**src/rtl/sbox_arbiter.sv**
```systemverilog
// Round-robin arbiter sharing one combinational S-box LUT between the key-expansion
// and sub-bytes requesters, with registered one-cycle-latency responses.
module sbox_arbiter #(
    parameter int WORD_WIDTH = 32,
    parameter int CNT_WIDTH  = 8
) (
    input  logic                  clk,
    input  logic                  reset,
    input  logic                  sbox_available,
    input  logic                  ke_req_vld,
    input  logic [WORD_WIDTH-1:0] ke_req_data,
    output logic                  ke_req_rdy,
    input  logic                  sb_req_vld,
    input  logic [WORD_WIDTH-1:0] sb_req_data,
    output logic                  sb_req_rdy,
    output logic [WORD_WIDTH-1:0] lut_in,
    output logic                  lut_in_vld,
    input  logic [WORD_WIDTH-1:0] lut_out,
    output logic [WORD_WIDTH-1:0] ke_rsp,
    output logic                  ke_rsp_vld,
    output logic [WORD_WIDTH-1:0] sb_rsp,
    output logic                  sb_rsp_vld,
    output logic [CNT_WIDTH-1:0]  contention_cnt
);

    typedef enum logic {
        IDLE,
        RUN
    } state_t;

    localparam logic [CNT_WIDTH-1:0] CNT_MAX = '1;

    state_t state_q, state_d;
    logic   last_grant_ke_q;
    logic   grant_ke, grant_sb, contested;

    always_ff @(posedge clk or negedge reset) begin
        if (!reset) begin
            state_q <= IDLE;
        end else begin
            state_q <= state_d;
        end
    end

    // Contested cycles alternate; the reset value of last_grant_ke_q lets key expansion win first.
    always_comb begin
        state_d   = state_q;
        grant_ke  = 1'b0;
        grant_sb  = 1'b0;
        contested = 1'b0;
        case (state_q)
            IDLE: begin
                if (sbox_available) begin
                    state_d = RUN;
                end
            end
            RUN: begin
                if (!sbox_available) begin
                    state_d = IDLE;
                end
                contested = ke_req_vld && sb_req_vld;
                if (contested) begin
                    grant_ke = !last_grant_ke_q;
                    grant_sb = last_grant_ke_q;
                end else begin
                    grant_ke = ke_req_vld;
                    grant_sb = sb_req_vld;
                end
            end
            default: state_d = IDLE;
        endcase
    end

    assign ke_req_rdy = grant_ke;
    assign sb_req_rdy = grant_sb;
    assign lut_in_vld = grant_ke || grant_sb;
    assign lut_in     = grant_ke ? ke_req_data :
                        grant_sb ? sb_req_data : '0;

    always_ff @(posedge clk or negedge reset) begin
        if (!reset) begin
            ke_rsp          <= '0;
            ke_rsp_vld      <= 1'b0;
            sb_rsp          <= '0;
            sb_rsp_vld      <= 1'b0;
            last_grant_ke_q <= 1'b0;
            contention_cnt  <= '0;
        end else begin
            ke_rsp_vld <= grant_ke;
            sb_rsp_vld <= grant_sb;
            if (grant_ke) begin
                ke_rsp <= lut_out;
            end
            if (grant_sb) begin
                sb_rsp <= lut_out;
            end
            if (contested) begin
                last_grant_ke_q <= grant_ke;
                if (contention_cnt != CNT_MAX) begin
                    contention_cnt <= contention_cnt + 1'b1;
                end
            end
        end
    end

endmodule

```
**config.mk**
```make
export PLATFORM = sky130hd
export DESIGN_NAME = sbox_arbiter
export DESIGN_NICKNAME = d
export VERILOG_FILES = /design/src/rtl/sbox_arbiter.sv
export SDC_FILE = /design/constraint.sdc
export NUM_CORES = 1
export LEC_CHECK = 0
export ABC_CLOCK_PERIOD_IN_PS = 1900
export CAP_MARGIN = 20
export CORE_UTILIZATION = 36
export DETAILED_ROUTE_END_ITERATION = 8
export PLACE_DENSITY = 0.88
export SKIP_CTS_REPAIR_TIMING = 1
export SYNTH_ARGS = -nofsm -noshare
export SYNTH_HDL_FRONTEND = slang
export SYNTH_SLANG_ARGS = --single-unit
```
**constraint.sdc**
```tcl
create_clock -name clk -period 1.9 [get_ports clk]
set_clock_uncertainty 0.1 [all_clocks]
set_input_delay 0.38 -clock clk [delete_from_list [all_inputs] [get_ports clk]]
set_output_delay 0.38 -clock clk [all_outputs]
set_load 0.1 [all_outputs]
```
* Yosys cells after proc, flatten, opt, wreduce, memory -nomap -nowiden
Cells that the tools add are included.
** Word-level totals
- Bits in registers :: 76
- Output and inout port bits :: 109
** Cells by class
- Equality and inequality tests :: 1
- Add/sub/neg operators :: 1
- Reductions and logical operators :: 4
- Mux-type cells :: 8
** Operator list (count)
- 32-bit 2-to-1 mux :: 2
- 8-bit by 1-bit adder with 8-bit output, second input constant :: 1
- 8-bit inequality test, second input constant :: 1
- 1-bit 2-to-1 mux :: 6
- 2-bit AND reduction :: 1
- 1-bit logical AND :: 1
- 1-bit logical NOT :: 1
- 1-bit logical OR :: 1

* Longest topological paths before layout
Gate-level depths: netlist of the first run.
- Word-level depth :: 5
- Depth in mapped cells :: 5
- Depth with buffers taken out :: 5

* Least setup slack after synthesis of the first run
No wires, ideal clock.
- Path kind :: input -> output
- Start point :: input ke_req_vld
- End point :: output lut_in[22]
- Data arrival time :: 2.136 ns
- Path buffers :: 2
- Required time :: 1.420 ns
- Stages :: 5
- Setup slack :: -0.716 ns
- Cell sequence :: nand2_1 a21oi_1 buf_2 buf_2 a22o_1
** RTL lines
- start, declared :: RTL line 10 : input logic ke_req_vld,
- 1-bit logical AND :: RTL line 61 : contested = ke_req_vld && sb_req_vld;
- 1-bit 2-to-1 mux * :: RTL line 62 : if (contested) begin
- 1-bit 2-to-1 mux * :: RTL line 51 : case (state_q)
- via ke_req_rdy :: RTL line 12 : output logic ke_req_rdy,
- 32-bit 2-to-1 mux * :: RTL line 77 : assign lut_in = grant_ke ? ke_req_data :
- end, declared :: RTL line 16 : output logic [WORD_WIDTH-1:0] lut_in,
The timed path passes the listed nets; every way through them passes the cells marked *.

* Worst setup path after layout of the first run
- Start point :: register last_grant_ke_q
- End point :: output lut_in[11]
** Between the ends
- Longest elaborated chain between the ends :: 4
** Ends and longest elaborated chain
- start, declared :: RTL line 34 : logic last_grant_ke_q;
- start signal, assigned :: RTL line 98 : last_grant_ke_q <= grant_ke;
- 1-bit 2-to-1 mux or 1-bit logical NOT (tied branches) :: RTL line 62, 63
- 1-bit 2-to-1 mux, on equally long branches :: RTL line 51, 62
- 32-bit 2-to-1 mux or 1-bit 2-to-1 mux (tied branches) :: RTL line 78, 51
- 32-bit 2-to-1 mux * :: RTL line 77
Mark *: on every way between the ends. The rest lies on a longest branch, timed or not.

==> metrics, run 1 <==
outcome=finished, violations left; violations in the final reports=setup timing; total of max-cap violations=0; share of final-layout standard cells stronger than drive strength 1=58.8%; reg-to-reg startpoint=state_q; number of vias per cell after detailed routing=5.13; Hold Violations, Final=0; detailed placement HPWL=8970 um; die area=9320 um2; maximum ir drop on the vdd rail=1640 uV; most numerous cell on the critical path=sky130_fd_sc_hd__buf_12; Critical Path End Type=output port; arrival time of data at the critical path endpoint=1.65 ns; Clock Sink Count=76; post-route clock period utilization=112%; Max Clock Freq=470 MHz; Compound-Gate Fraction of Synth Area=10.7%; data required time at the worst endpoint=1.42 ns; cell-by-cell listing of the critical path=inv_2 > a21oi_4 > buf_12 > clkbuf_16 > a22o_4 > buf_12; syn avg cell area=14.6 um2; most frequent cells in the layout=115 x sky130_fd_sc_hd__buf_12, 97 x sky130_fd_sc_hd__clkdlybuf4s50_1, 68 x sky130_fd_sc_hd__dfrtp_1, 66 x sky130_fd_sc_hd__mux2_2, 32 x sky130_fd_sc_hd__a22o_4; IO Count=210; worst hold path startpoint=sbox_available; xor and xnor fraction of the mapped netlist area=1.36%; Worst Hold Class=input pin to register; Slew Viols, Final=0; WHS Path Cells=1; n_diodes=0; sum of buffers and inverters on the critical path=4; post-synthesis cell count=221; count of endpoints failing setup in the final report=34; Simple-Gate Fraction of Synth Area=2.49%; number of placed cells counting well taps=540; horizontal die dimension=96.5 um; GRT Total Usage=24.0%; share of the yosys chip area belonging to registers=59.1%; routed wirelength normalized by instance count=22.1 um; Inserted Clock Buffers=9; yosys synthesis warning count=0; buffers from clock root to sink, at most=2; destination of the worst hold path=state_q; worst r2r path cells=8; cell at the root of the clock tree=sky130_fd_sc_hd__clkbuf_8; longest individual stage delay on the worst path=0.43 ns; Final Critical Period=2.13 ns; final weighted congestion in routability-driven placement=0.773; combinational family with the most area after synthesis=multiplexers; slowest cell on the critical path=sky130_fd_sc_hd__dfrtp_1; clock tree from TritonCTS=built; antenna-violating nets left=0; Worst Max-Slew Pin Slew=0.419 ns; WS Path Type=register to output port; number of antenna violations at the first check in global routing=0; Relative slew margins=72.1%; clock slew at reported path FFs=0.07 ns; die height=96.5 um; level count of the clock H-tree=3; leftover overflow at the end of global routing=0; RSZ-0062 raised after global routing=yes; worst flop-to-flop path endpoint=ke_rsp[18]; critical path fanouts, max=7; synthesis-to-finish area growth=131%; portion of netlist area occupied by mux cells=23.1%; non-filler instance count after layout=579; via count of the first global-routing pass=3054; net count of the finished layout=568; kind of start point of the critical path=register; post-synthesis adder-cell area fraction=0.389%; Power per Cell Area=1650 nW/um2; core area=8680 um2; drt pass-1 iters=4; Port Buffers=209; initial core utilization=37.1%; largest net degree at the start of global routing=37; worst reg2reg setup slack=0.01 ns; leading cell type in the layout, fill and taps excluded=sky130_fd_sc_hd__buf_12; wire length of the first global-routing pass=16200 um; cell area after technology mapping=3220 um2; count of state elements after synthesis=76; WL final=12800 um; Core Rows=34; cell family with most CP delay=buffers and inverters; Placement Cell Area=6930 um2; post-route cell area=7420 um2; number of violations reported at the end of detailed-routing iteration 0=86; number of unique standard cell types used by synthesis=20; Net Count, Synth=323; leakage power=3.26 nW; final worst slack=-0.227 ns; clock latency at the later pin of the worst-skew pair=0.34 ns; vias=2970; remaining routing DRC violations=0
routing by layer:
metal	share of wire, %	vias up	wire (um)	global-route usage (%)
met2	53	163	6800	43.8
met5	0	-	0	0
met1	36	1468	4570	23.7
li1	-	1309	-	-
met3	7.5	30	959	8.06
met4	3.7	0	474	13.4
registers in the layout (all words and copies together), names as in the netlist:
signal and flops:
ke_rsp 32, sb_rsp 32, contention_cnt 8, ke_rsp_vld 1
last_grant_ke_q 1, sb_rsp_vld 1, state_q 1
worst register-to-register path: stages, from the launching register on:
cell and delay, ns:
sky130_fd_sc_hd__dfrtp_1 0.39, sky130_fd_sc_hd__nand2_2 0.09, sky130_fd_sc_hd__a21oi_4 0.16, sky130_fd_sc_hd__buf_6 0.14, sky130_fd_sc_hd__clkbuf_16 0.13, sky130_fd_sc_hd__buf_8 0.12, sky130_fd_sc_hd__buf_4 0.15, sky130_fd_sc_hd__buf_6 0.15
sky130_fd_sc_hd__mux2_2 0.35
how the worst max path moves through the flow:
stage | start | end | slack (ns) | cells past startpoint
final | last_grant_ke_q | lut_in[11] | -0.23 | 6
after global routing | last_grant_ke_q | lut_in[11] | -0.26 | 6
after CTS | ke_req_vld | lut_in[0] | -0.42 | 6
after detailed placement | ke_req_vld | lut_in[0] | -0.42 | 6
after global placement | ke_req_vld | lut_in[31] | -0.38 | 6
after floorplan | ke_req_vld | lut_in[22] | -0.11 | 5
cell usage after synthesis:
cell type / number / area share (%)
sky130_fd_sc_hd__a21oi_1: 5 / 0.78
sky130_fd_sc_hd__a22o_1: 32 / 8.7
sky130_fd_sc_hd__a311oi_2: 1 / 0.47
sky130_fd_sc_hd__a31oi_1: 2 / 0.39
sky130_fd_sc_hd__and3_1: 3 / 0.58
sky130_fd_sc_hd__buf_2: 10 / 1.6
sky130_fd_sc_hd__buf_4: 5 / 1.2
sky130_fd_sc_hd__dfrtp_1: 76 / 59
sky130_fd_sc_hd__ha_1: 1 / 0.39
sky130_fd_sc_hd__inv_1: 1 / 0.12
sky130_fd_sc_hd__mux2_2: 66 / 23
sky130_fd_sc_hd__nand2_1: 6 / 0.70
sky130_fd_sc_hd__nand3_1: 2 / 0.31
sky130_fd_sc_hd__nand4_2: 1 / 0.39
sky130_fd_sc_hd__nor2_1: 1 / 0.12
sky130_fd_sc_hd__nor2b_1: 2 / 0.39
sky130_fd_sc_hd__o21a_1: 1 / 0.23
sky130_fd_sc_hd__o21ai_1: 1 / 0.16
sky130_fd_sc_hd__xnor2_1: 3 / 0.82
sky130_fd_sc_hd__xor2_1: 2 / 0.54
layout make-up:
| class | instances | area (um2) |
|---|---|---|
| clock buffer | 9 | 124 |
| sequential | 76 | 1910 |
| inverter | 1 | 3.75 |
| timing repair buffer | 249 | 3670 |
| multi-input combinational | 129 | 1530 |
| fill | 399 | 1260 |
| clock inverter | 7 | 43.8 |
| tap | 108 | 135 |
logic make-up after synthesis:
kind of cell,after synthesis
AOI/OAI and AO/OA,42
xor gates and xnor gates,5
adders and majority gates,1
buffers and inverters,16
DFF,76
muxes,66
and+or+nand+nor,15
metrics by stage:
step / TNS, ns / power [mW] / util, % / setup WS (ns) / hold WS, ns
3_3_place_gp: -25.90 / 10.9 / 79.8 / -0.376 / 0.232
5_1_grt: -7.99 / 12.6 / 85.5 / -0.261 / 0.374
4_1_cts: -12.85 / 12.1 / 81.7 / -0.421 / -0.140
6_report: -6.72 / 12.3 / 85.5 / -0.227 / 0.385
2_1_floorplan: -0.977 / 7.59 / - / -0.109 / -0.0156
3_5_place_dp: -30.11 / 11.1 / 79.8 / -0.422 / 0.243
where the power goes:
group,total (mW),switching [mW],internal [mW]
clock,1.07,0.604,0.466
sequential,2.77,0.632,2.14
combinational,8.42,5.27,3.15
(Power assumes the default switching activity.)
==> run 2, diff against run 1 <==
- HOLD_SLACK_MARGIN: not set -> 0.05
==> results of run 2 <==
Same layout as run 1: the final DEF is identical, and so are final timing and power.
